## src/rtl/fetch_stage_pkg.sv

```systemverilog
// -----------------------------------------------------------------------------
// fetch_stage_pkg
// Shared CPU constants: next-PC select encodings driven by the D-stage
// controller and the PC value loaded on reset. Imported by the controller,
// fetch_stage and npc so all of them agree on the encodings.
// -----------------------------------------------------------------------------
package fetch_stage_pkg;

  localparam int unsigned ADDR_W = 32;

  typedef enum logic [2:0] {
    NPC_SEQ = 3'b000,
    NPC_BR  = 3'b001,
    NPC_J   = 3'b010,
    NPC_JR  = 3'b011
  } npc_op_e;

  localparam logic [ADDR_W-1:0] RESET_PC = 32'h0000_3000;
  localparam logic [31:0]       NOP_INSTR = 32'h0000_0000;

endpackage : fetch_stage_pkg

```

## src/rtl/fetch_stage_npc.sv

```systemverilog
// -----------------------------------------------------------------------------
// npc
// Combinational next-PC selection for the fetch stage.
//   f_pc_i    : current fetch PC
//   d_pc_i    : PC of the instruction in D (branch/jump base)
//   cmp_out_i : branch condition from D comparator, 1 = taken
//   npc_op_i  : next-PC select (seq / branch / jump / jump-register)
//   d_imm16_i : branch offset field
//   d_imm26_i : jump index field
//   d_rs_val_i: forwarded rs value for jr
//   npc_o     : next fetch PC
// All arithmetic wraps modulo 2^32.
// -----------------------------------------------------------------------------
module npc
  import fetch_stage_pkg::*;
(
  input  logic [31:0] f_pc_i,
  input  logic [31:0] d_pc_i,
  input  logic        cmp_out_i,
  input  logic [2:0]  npc_op_i,
  input  logic [15:0] d_imm16_i,
  input  logic [25:0] d_imm26_i,
  input  logic [31:0] d_rs_val_i,
  output logic [31:0] npc_o
);

  logic        [31:0] seq_pc;
  logic signed [31:0] br_off;
  logic        [31:0] br_target;
  logic        [31:0] j_target;

  assign seq_pc    = f_pc_i + 32'd4;
  // Sign-extend the 16-bit word offset, then scale to bytes.
  assign br_off    = {{14{d_imm16_i[15]}}, d_imm16_i, 2'b00};
  assign br_target = d_pc_i + 32'd4 + $unsigned(br_off);
  assign j_target  = {d_pc_i[31:28], d_imm26_i, 2'b00};

  always_comb begin
    npc_o = seq_pc;
    case (npc_op_i)
      NPC_BR:  npc_o = cmp_out_i ? br_target : seq_pc;
      NPC_J:   npc_o = j_target;
      // jr target is taken as-is; misaligned addresses are not masked.
      NPC_JR:  npc_o = d_rs_val_i;
      default: npc_o = seq_pc;
    endcase
  end

endmodule : npc

```

## src/rtl/fetch_stage.sv

```systemverilog
// -----------------------------------------------------------------------------
// fetch_stage
// Instruction fetch with delayed branching: holds the fetch PC and the F/D
// pipeline register. The instruction in the delay slot always advances to D;
// the F/D register is never flushed.
//   clk      : clock, rising edge
//   reset    : synchronous, active-high; has priority over stall
//   stall    : hold PC and F/D registers
//   cmp_out  : D-stage branch condition (1 = taken)
//   npc_op   : D-stage next-PC select
//   d_imm16  : D-instruction offset field
//   d_imm26  : D-instruction index field
//   d_rs_val : forwarded rs value for jr
//   im_instr : instruction word for im_addr (combinational memory)
//   im_addr  : current fetch PC
//   d_instr  : F/D instruction
//   d_pc     : F/D PC
//   d_pc8    : d_pc + 8, jal link value
// -----------------------------------------------------------------------------
module fetch_stage
  import fetch_stage_pkg::*;
(
  input  logic        clk,
  input  logic        reset,
  input  logic        stall,
  input  logic        cmp_out,
  input  logic [2:0]  npc_op,
  input  logic [15:0] d_imm16,
  input  logic [25:0] d_imm26,
  input  logic [31:0] d_rs_val,
  input  logic [31:0] im_instr,
  output logic [31:0] im_addr,
  output logic [31:0] d_instr,
  output logic [31:0] d_pc,
  output logic [31:0] d_pc8
);

  logic [31:0] f_pc_q,    f_pc_d;
  logic [31:0] d_instr_q, d_instr_d;
  logic [31:0] d_pc_q,    d_pc_d;
  logic [31:0] npc_val;

  npc u_npc (
    .f_pc_i    (f_pc_q),
    .d_pc_i    (d_pc_q),
    .cmp_out_i (cmp_out),
    .npc_op_i  (npc_op),
    .d_imm16_i (d_imm16),
    .d_imm26_i (d_imm26),
    .d_rs_val_i(d_rs_val),
    .npc_o     (npc_val)
  );

  // Stall simply recirculates; npc is re-evaluated from the held D contents.
  always_comb begin
    f_pc_d    = f_pc_q;
    d_instr_d = d_instr_q;
    d_pc_d    = d_pc_q;
    if (!stall) begin
      f_pc_d    = npc_val;
      d_instr_d = im_instr;
      d_pc_d    = f_pc_q;
    end
  end

  // F -> D boundary
  always_ff @(posedge clk) begin
    if (reset) begin
      f_pc_q    <= RESET_PC;
      d_instr_q <= NOP_INSTR;
      d_pc_q    <= 32'h0000_0000;
    end else begin
      f_pc_q    <= f_pc_d;
      d_instr_q <= d_instr_d;
      d_pc_q    <= d_pc_d;
    end
  end

  assign im_addr = f_pc_q;
  assign d_instr = d_instr_q;
  assign d_pc    = d_pc_q;
  assign d_pc8   = d_pc_q + 32'd8;

endmodule : fetch_stage
```

## config.mk

```make
export PLATFORM = sky130hd
export DESIGN_NAME = fetch_stage
export DESIGN_NICKNAME = d
export VERILOG_FILES = /design/src/rtl/fetch_stage_pkg.sv /design/src/rtl/fetch_stage_npc.sv /design/src/rtl/fetch_stage.sv
export SDC_FILE = /design/constraint.sdc
export NUM_CORES = 1
export LEC_CHECK = 0
export ABC_AREA = 1
export CORE_MARGIN = 4
export CORE_UTILIZATION = 43
export DETAILED_ROUTE_END_ITERATION = 16
export PLACE_DENSITY = 0.76
export RECOVER_POWER = 100
export SLEW_MARGIN = 20
export SYNTH_ARGS = -nofsm -noshare
export SYNTH_HDL_FRONTEND = slang
export SYNTH_SLANG_ARGS = --single-unit
```

## constraint.sdc

```tcl
create_clock -name clk -period 2.8 [get_ports clk]
set_clock_uncertainty 0.05 [all_clocks]
set_input_delay 0.84 -clock clk [delete_from_list [all_inputs] [get_ports clk]]
set_output_delay 0.84 -clock clk [all_outputs]
set_load 0.05 [all_outputs]
```

After elaboration in Yosys (flattened, before gate mapping)
Index checks and enable logic that the tools add are counted.
{"block": "word_totals", "regBits": 96, "inputBits": 113, "output_inout_bits": 128, "wordCells": 12}
{"block": "op_classes", "n_addsub": 4, "eq_ne": 3, "muxes": 2}
{"op": "$pmux 32 s3", "count": 1}
{"op": "$add 32x3->32 const B", "count": 2}
{"op": "$add 32x32->32", "count": 1}
{"op": "$add 32x4->32 const B", "count": 1}
{"op": "$mux 32", "count": 1}
{"op": "$eq 3x2->1 const B", "count": 2}
{"op": "$eq 3x1->1 const B", "count": 1}

Depth between registers and ports, before layout
Gate-level depths: netlist of run 1.
{"block": "logic_depth", "ltp_word": 4, "ltp_mapped": 20}

Hierarchy
A second synthesis of run 1 with hierarchy kept.
{"block": "hier_totals", "hier_cells": 1461, "hier_area_um2": 8460.6}
{"module": "npc", "n_inst": 1, "cells_per_inst": 888, "area_each_um2": 4400.5, "seq_area_each_um2": 0.0}
{"module": "fetch_stage", "n_inst": 1, "cells_per_inst": 573, "area_each_um2": 4060.1, "seq_area_each_um2": 1921.8}

Least setup slack after synthesis of run 1
Ideal clock, no wire load.
{"block": "synth_path", "path_kind": "reg2out", "startpoint": "register d_pc_q[4], in the netlist d_pc[4]", "endpoint": "output port d_pc8[31]", "t_arrival_ps": 2840, "required_time_ps": 1910, "setup_slack_ps": -930, "stages_incl_launch_ff": 12, "path_buffers": 0, "cell_sequence": "dfxtp_1 > ha_1 > nand2_2 > nor3_4 > nand2_2 > nor2_4 > nand2_2 > nor3_4 > nand3_2 > nor2_2 > nand2_1 > xor2_1"}
{"block": "synth_between", "elab_chain_len": 1}
{"element": "start: declaration", "line": "fetch_stage.sv:40", "rtl": "logic [31:0] d_pc_q, d_pc_d;"}
{"element": "start signal: assignment", "line": "fetch_stage.sv:75", "rtl": "d_pc_q <= d_pc_d;"}
{"element": "$add 32x4->32", "line": "fetch_stage.sv:82", "rtl": "assign d_pc8 = d_pc_q + 32'd8;"}
{"element": "end: declaration", "line": "fetch_stage.sv:35", "rtl": "output logic [31:0] d_pc8"}
Every way passes these cells.

Final worst setup path of run 1
{"block": "layout_path", "startpoint": "register d_pc_q[12], in the netlist d_pc[12]", "endpoint": "output port d_pc8[25]"}
Same word-level chain as after synthesis.

==> results of run 1 <==
[layout by cell type (no fill, tap or decap), types with 7 or more instances in the layout]
cell	n
a21oi_1	67
a21oi_2	13
a22oi_1	28
buf_12	30
buf_4	153
clkbuf_16	10
clkdlybuf4s50_1	140
dfxtp_1	82
dfxtp_4	12
dlygate4sd3_1	55
dlymetal6s2s_1	12
ha_1	15
ha_4	43
inv_1	124
inv_2	23
nand2_1	209
nand2_2	36
nand2_4	14
nand3_1	59
nand3_2	14
nand4_1	23
nor2_1	138
nor2_2	19
nor2_4	12
nor3_1	15
nor3_2	9
o211ai_1	7
o21ai_0	76
o21ai_1	10
xnor2_1	10
xor2_1	16
xor2_4	10
[Yosys cell counts (all sizes together)]
library cell	number	area, um^2
inv	149	559
nor3b	2	26.3
nand3	79	405
and2	2	12.5
a22o	1	8.76
nor4	1	21.3
o21bai	5	37.5
o22ai	1	6.26
nand2	259	992
a41oi	1	8.76
nor2	169	657
ha	59	738
clkinv	2	7.51
xnor2	13	114
a21o	1	7.51
fa	1	20.0
o311ai	1	8.76
or2	4	25.0
clkbuf	32	120
nand4	23	144
o211ai	7	52.6
a221oi	6	52.6
o31ai	1	7.51
a21oi	83	415
dfxtp	96	1920
a22oi	28	210
o221ai	3	26.3
buf	11	55.1
nand3b	4	30.0
nor3	29	188
xor2	29	254
a31oi	5	31.3
o21ai	90	450
[routing by layer]
metal  part of all wire  track usage  vias to the layer above
li1                   -            -                     4707
met1               0.39        0.419                     4792
met2               0.47        0.524                      612
met3               0.10       0.0617                       96
met4              0.037        0.130                        0
met5                  0            0                        -
[state kept, by name, summed over array words and instances (netlist names)]
| name | flops |
|---|---|
| d_instr | 32 |
| d_pc | 32 |
| im_addr | 32 |
[per-stage QoR]
step | power [uW] | setup TNS, ns | util | hold WS (ns)
after floorplan | 2740 | -1.27 | - | 0.532
after global placement | 3700 | -13.43 | 0.680 | 0.411
after detailed placement | 3720 | -14.14 | 0.680 | 0.424
after CTS | 5230 | -4.89 | 0.740 | 0.439
after global routing | 5670 | -8.02 | 0.778 | 0.456
final | 5480 | -6.05 | 0.778 | 0.429
[final timing paths]
check	startpoint	depth (start not counted)	to	slack, ns
max	d_pc[12]$_SDFFE_PP0N_	11	d_pc8[25]	-0.54
min	d_instr[0]$_SDFFE_PP0N_	2	d_instr[0]$_SDFFE_PP0N_	0.43
max reg2reg	d_pc[16]$_SDFFE_PP0N_	15	im_addr[18]$_SDFFE_PP0N_	0.31
min reg2reg	d_instr[0]$_SDFFE_PP0N_	2	d_instr[0]$_SDFFE_PP0N_	0.43
[power breakdown]
| group | switching [uW] | internal, uW | total, uW |
|---|---|---|---|
| Clock | 633 | 724 | 1360 |
| Combinational | 1480 | 1060 | 2550 |
| Sequential | 111 | 1460 | 1570 |
| Total | 2230 | 3250 | 5480 |
[tightest hold or removal path, cell delays in order (launching register included)]
cell and delay, ns:
dfxtp_1 0.32, nor2_1 0.04, nor2_1 0.08
[what timing repair did]
item,4_1_cts,5_1_grt
setup buffers,14,17
pin swaps,28,46
cloned,0,0
endpoints found under the hold margin,0,0
endpoints found under the setup margin,36,39
resized for setup,106,134
[layout make-up]
| type | instances | share of cell area |
|---|---|---|
| clock buffer | 12 | 0.0206 |
| clock inverter | 4 | 0.00279 |
| inverter | 151 | 0.0423 |
| multi-input combinational | 907 | 0.472 |
| sequential | 96 | 0.146 |
| tap | 225 | 0.0209 |
| timing repair buffer | 406 | 0.295 |
[kinds of logic (layout without fill, tap and decap cells)]
kind of cell             after synthesis  in the layout  share of synthesized area
AND/OR/NAND/NOR                      572            572                      0.328
buffers and inverters                194            573                     0.0974
AO/OA/AOI/OAI                        233            233                      0.174
adder cells (fa/ha/maj)               60             60                     0.0996
flip-flops                            96             96                      0.252
XOR/XNOR                              42             42                     0.0483
==> reports/results.txt, run 1 <==
DP Cell Count: 1758
CTS Sinks: 96
achievable clock frequency: 299 MHz
Post-Syn Area: 7610 um^2
RSZ-0062 raised after global routing: true
register area: 1970 um^2
H-tree levels: 3
endpoints failing hold: 0
ant diodes: 0
pwr/cell area: 407 nW/um^2
die area: 19900 um^2
slowest stage delay, CP: 0.35 ns
total track usage: 0.322
Final min period: 3.34 ns
CP startpoint kind: register
drt first-iter violations: 1196
wire length per cell: 19.8 um
CTS Buffer Depth: 2
Min-Delay Path Class: register to register
crit path kind: register to primary output
outcome: complete, but fails checks
row cnt: 48
Worst-Skew Late Latency: 0.36 ns
relative slew slack: 0.295
grt ovf: 0
Static Leak: 0.00615 uW
Worst Tran Pin Value: 1.06 ns
syn_area_per_cell: 6.36 um^2
global-route wire length before repair: 51000 um
multi-input combinational cell area: 6350 um^2
Final Max Slew Viols: 0
Layout area overhead: 76.8%
Post-Synthesis Cells: 1197
VDD IR-drop max: 0.000405 V
largest net degree at the start of global routing: 86
Vias: 10.2k
Final Setup Violations: 18
pre-CTS setup slack: -0.670 ns
Die Y: 141 um
Crit. End Element: primary output
initial antenna violation count: 0
worst-path maximum fanout: 3
port bufs: 240
Top delay family on crit path: simple AND/OR/NAND/NOR gates
residual DRC count: 0
Area after DPL: 11800 um^2
final wirelength: 35600 um
sequential cell area fraction in the yosys report: 0.252
CP arrival: 2.45 ns
Core Box Area: 17300 um^2
Distinct cells, synth: 46
Yosys warnings: 0
final cycle utilization of the critical path: 1.19
max_cap viols: 0
nets: 1744
slowest CP cell: dfxtp_4
Ports: 241
Die W: 141 um
1st-pass router iterations: 6
ANT nets after route: 0
RD Place Congestion: 0.994
clk slew on worst S/H paths: 0.08 ns
average via count per standard cell: 5.67
Initial Utilization: 0.440
vias in the first global route: 9818
count of hold-fix buffers inserted at cts: 0
non-filler cells, final: 1801
Buf/Inv on CP: 4
critical-path cell list: clkinv_1 > nor3b_4 > nand2_2 > nor2_4 > nand2_4 > nor3_4 > nand3_4 > buf_4 > buf_6 > xnor2_4 > buf_12
post-route cell area: 13500 um^2
Critical Path RT: 1.91 ns
Root Driver: clkbuf_16
syn_nets: 1370
fin worst setup slack: -0.544 ns
failing checks: negative setup slack
Yosys reg bits: 96
layout cells sized above 1: 0.284
total CTS buffers: 9
hpwl dp: 24900 um
Filler Cells Inserted: 1206
CTS tree: built
(Power assumes the default switching activity.)
==> run 2, diff against run 1 <==
CELL_PAD_IN_SITES_DETAIL_PLACEMENT = 1   (was not set)
CELL_PAD_IN_SITES_GLOBAL_PLACEMENT = 2   (was not set)
CORE_UTILIZATION = 22   (was 43)
==> reports/results.txt, run 2 (synthesis results as in run 1) <==
outcome: complete, but fails checks
failing checks: negative setup slack
final cycle utilization of the critical path: 1.18
ANT nets after route: 0
top routing layer in use: met4
reg-to-reg critical path startpoint: d_pc[14]$_SDFFE_PP0N_
achievable clock frequency: 304 MHz
relative slew slack: 0.357
Core Box Area: 33900 um^2
die area: 37700 um^2
endpoints failing hold: 0
wire length per cell: 20.1 um
hold path depth: 2
initial antenna violation count: 0
worst-path maximum fanout: 4
clk slew on worst S/H paths: 0.09 ns
CTS tree: built
total track usage: 0.209
Root Driver: clkbuf_16
layout cells sized above 1: 0.320
vias in the first global route: 10.4k
Min-Delay Path Class: register to register
ant diodes: 0
Seq pwr share: 0.284
drt first-iter violations: 433
Worst-Skew Late Latency: 0.37 ns
Ports: 241
WHS: 0.432 ns
largest net degree at the start of global routing: 43
Net Sw Frac: 0.421
Filler Cells Inserted: 4002
Critical Path Source: d_pc[4]$_SDFFE_PP0N_
port bufs: 240
Int Power: 3210 uW
met3 wire len: 1990 um
Initial Utilization: 0.225
nets: 1763
row cnt: 67
VDD IR-drop max: 0.000261 V
fin worst setup slack: -0.491 ns
Comb pwr share: 0.477
CTS Sinks: 96
count of hold-fix buffers inserted at cts: 0
grt ovf: 0
CTS Buffer Depth: 2
Crit. End Element: primary output
Worst Tran Pin Value: 0.964 ns
Critical Path RT: 1.91 ns
crit path kind: register to primary output
total CTS buffers: 9
worst r2r path cells: 15
RD Place Congestion: 0.884
Met2 Wirelength: 20200 um
max_cap viols: 0
CP startpoint kind: register
Final Setup Violations: 15
most frequent cells in the layout: nand2_1 (200), buf_4 (164), clkdlybuf4s50_1 (148)
Layout area overhead: 87.1%
Final min period: 3.29 ns
clock network fraction of total power: 0.239
Vias: 9760
pwr/cell area: 389 nW/um^2
hold_sp: d_instr[31]$_SDFFE_PP0N_
residual DRC count: 0
global-route wire length before repair: 61900 um
Static Leak: 0.00631 uW
average via count per standard cell: 4.78
CP arrival: 2.40 ns
P_sw: 2340 uW
pre-CTS setup slack: -0.904 ns
1st-pass router iterations: 5
H-tree levels: 3
hpwl dp: 31700 um
Die W: 194 um
most common cell after layout, fill and taps aside: nand2_1
RSZ-0062 raised after global routing: true
DRT met1 WL: 18100 um
final wirelength: 41100 um
Final Max Slew Viols: 0
Die Y: 194 um
## run 2: changes by cell type in the layout (fill, tap and decap cells not counted), moves of 8 or more
cell             delta
buf_4              +11
clkdlybuf4s50_1     +8
dlygate4sd3_1      -14
dlymetal6s2s_1      -9
ha_1               -10
ha_4               +10
nand2_1             -9
nand3_1             -9
nand3_2             +8
## run 2: routing by layer
layer  global-route usage  up-vias
met5                    0        -
met4               0.0497        0
met3               0.0363       38
met2                0.366      220
met1                0.267     4760
li1                     -     4742
## run 2: path summary, 6_finish.rpt
check / to / slack [ns]
min reg2reg: d_instr[31]$_SDFFE_PP0N_ / 0.43
min: d_instr[31]$_SDFFE_PP0N_ / 0.43
max reg2reg: im_addr[22]$_SDFFE_PP0N_ / 0.22
max: d_pc8[27] / -0.49
## run 2: through the flow
| stage | cells | setup TNS (ns) | instance area (um^2) | power, uW | utilization |
|---|---|---|---|---|---|
| 3_3_place_gp | 2002 | -16.94 | 12200 | 3800 | 0.360 |
| 6_report | 2043 | -5.06 | 14200 | 5550 | 0.421 |
| 2_1_floorplan | 1197 | -1.27 | 7910 | 2740 | - |
| 4_1_cts | 2037 | -5.51 | 13800 | 5460 | 0.406 |
| 5_1_grt | 2043 | -8.12 | 14200 | 5830 | 0.421 |
| 3_5_place_dp | 2002 | -17.92 | 12200 | 3820 | 0.360 |
## run 2: cell type report
class,count,area [um^2],share of cell area
Tap cell,448,561,0.0393
Sequential cell,96,1970,0.138
Inverter,151,567,0.0398
Clock buffer,9,225,0.0158
Timing Repair Buffer,425,4070,0.286
Clock inverter,7,80.1,0.00562
Multi-Input combinational cell,907,6780,0.476
## run 2: power by group through the flow
stage                     clock network, uW  logic (uW)  registers [uW]
after floorplan                           0         805            1930
after global placement                    0        2190            1600
after detailed placement                  0        2220            1600
after CTS                              1360        2520            1580
after global routing                   1420        2820            1590
final                                  1320        2650            1580
## run 2: what timing repair did
item                                    CTS  global route
resized for setup                       204           110
pin swaps                                67            57
endpoints found under the setup margin   39            42
gates cloned                              1             0
buffers inserted                         19             9
## run 2: critical path, stage by stage (launching register included)
cell	delay [ns]
dfxtp_4	0.40
ha_4	0.15
nand2_4	0.06
nor3_4	0.16
nand2_2	0.12
nor2_4	0.14
nand2_4	0.09
nor3_4	0.16
nand3_4	0.14
nor2_4	0.15
buf_6	0.13
xor2_4	0.17
buf_12	0.15
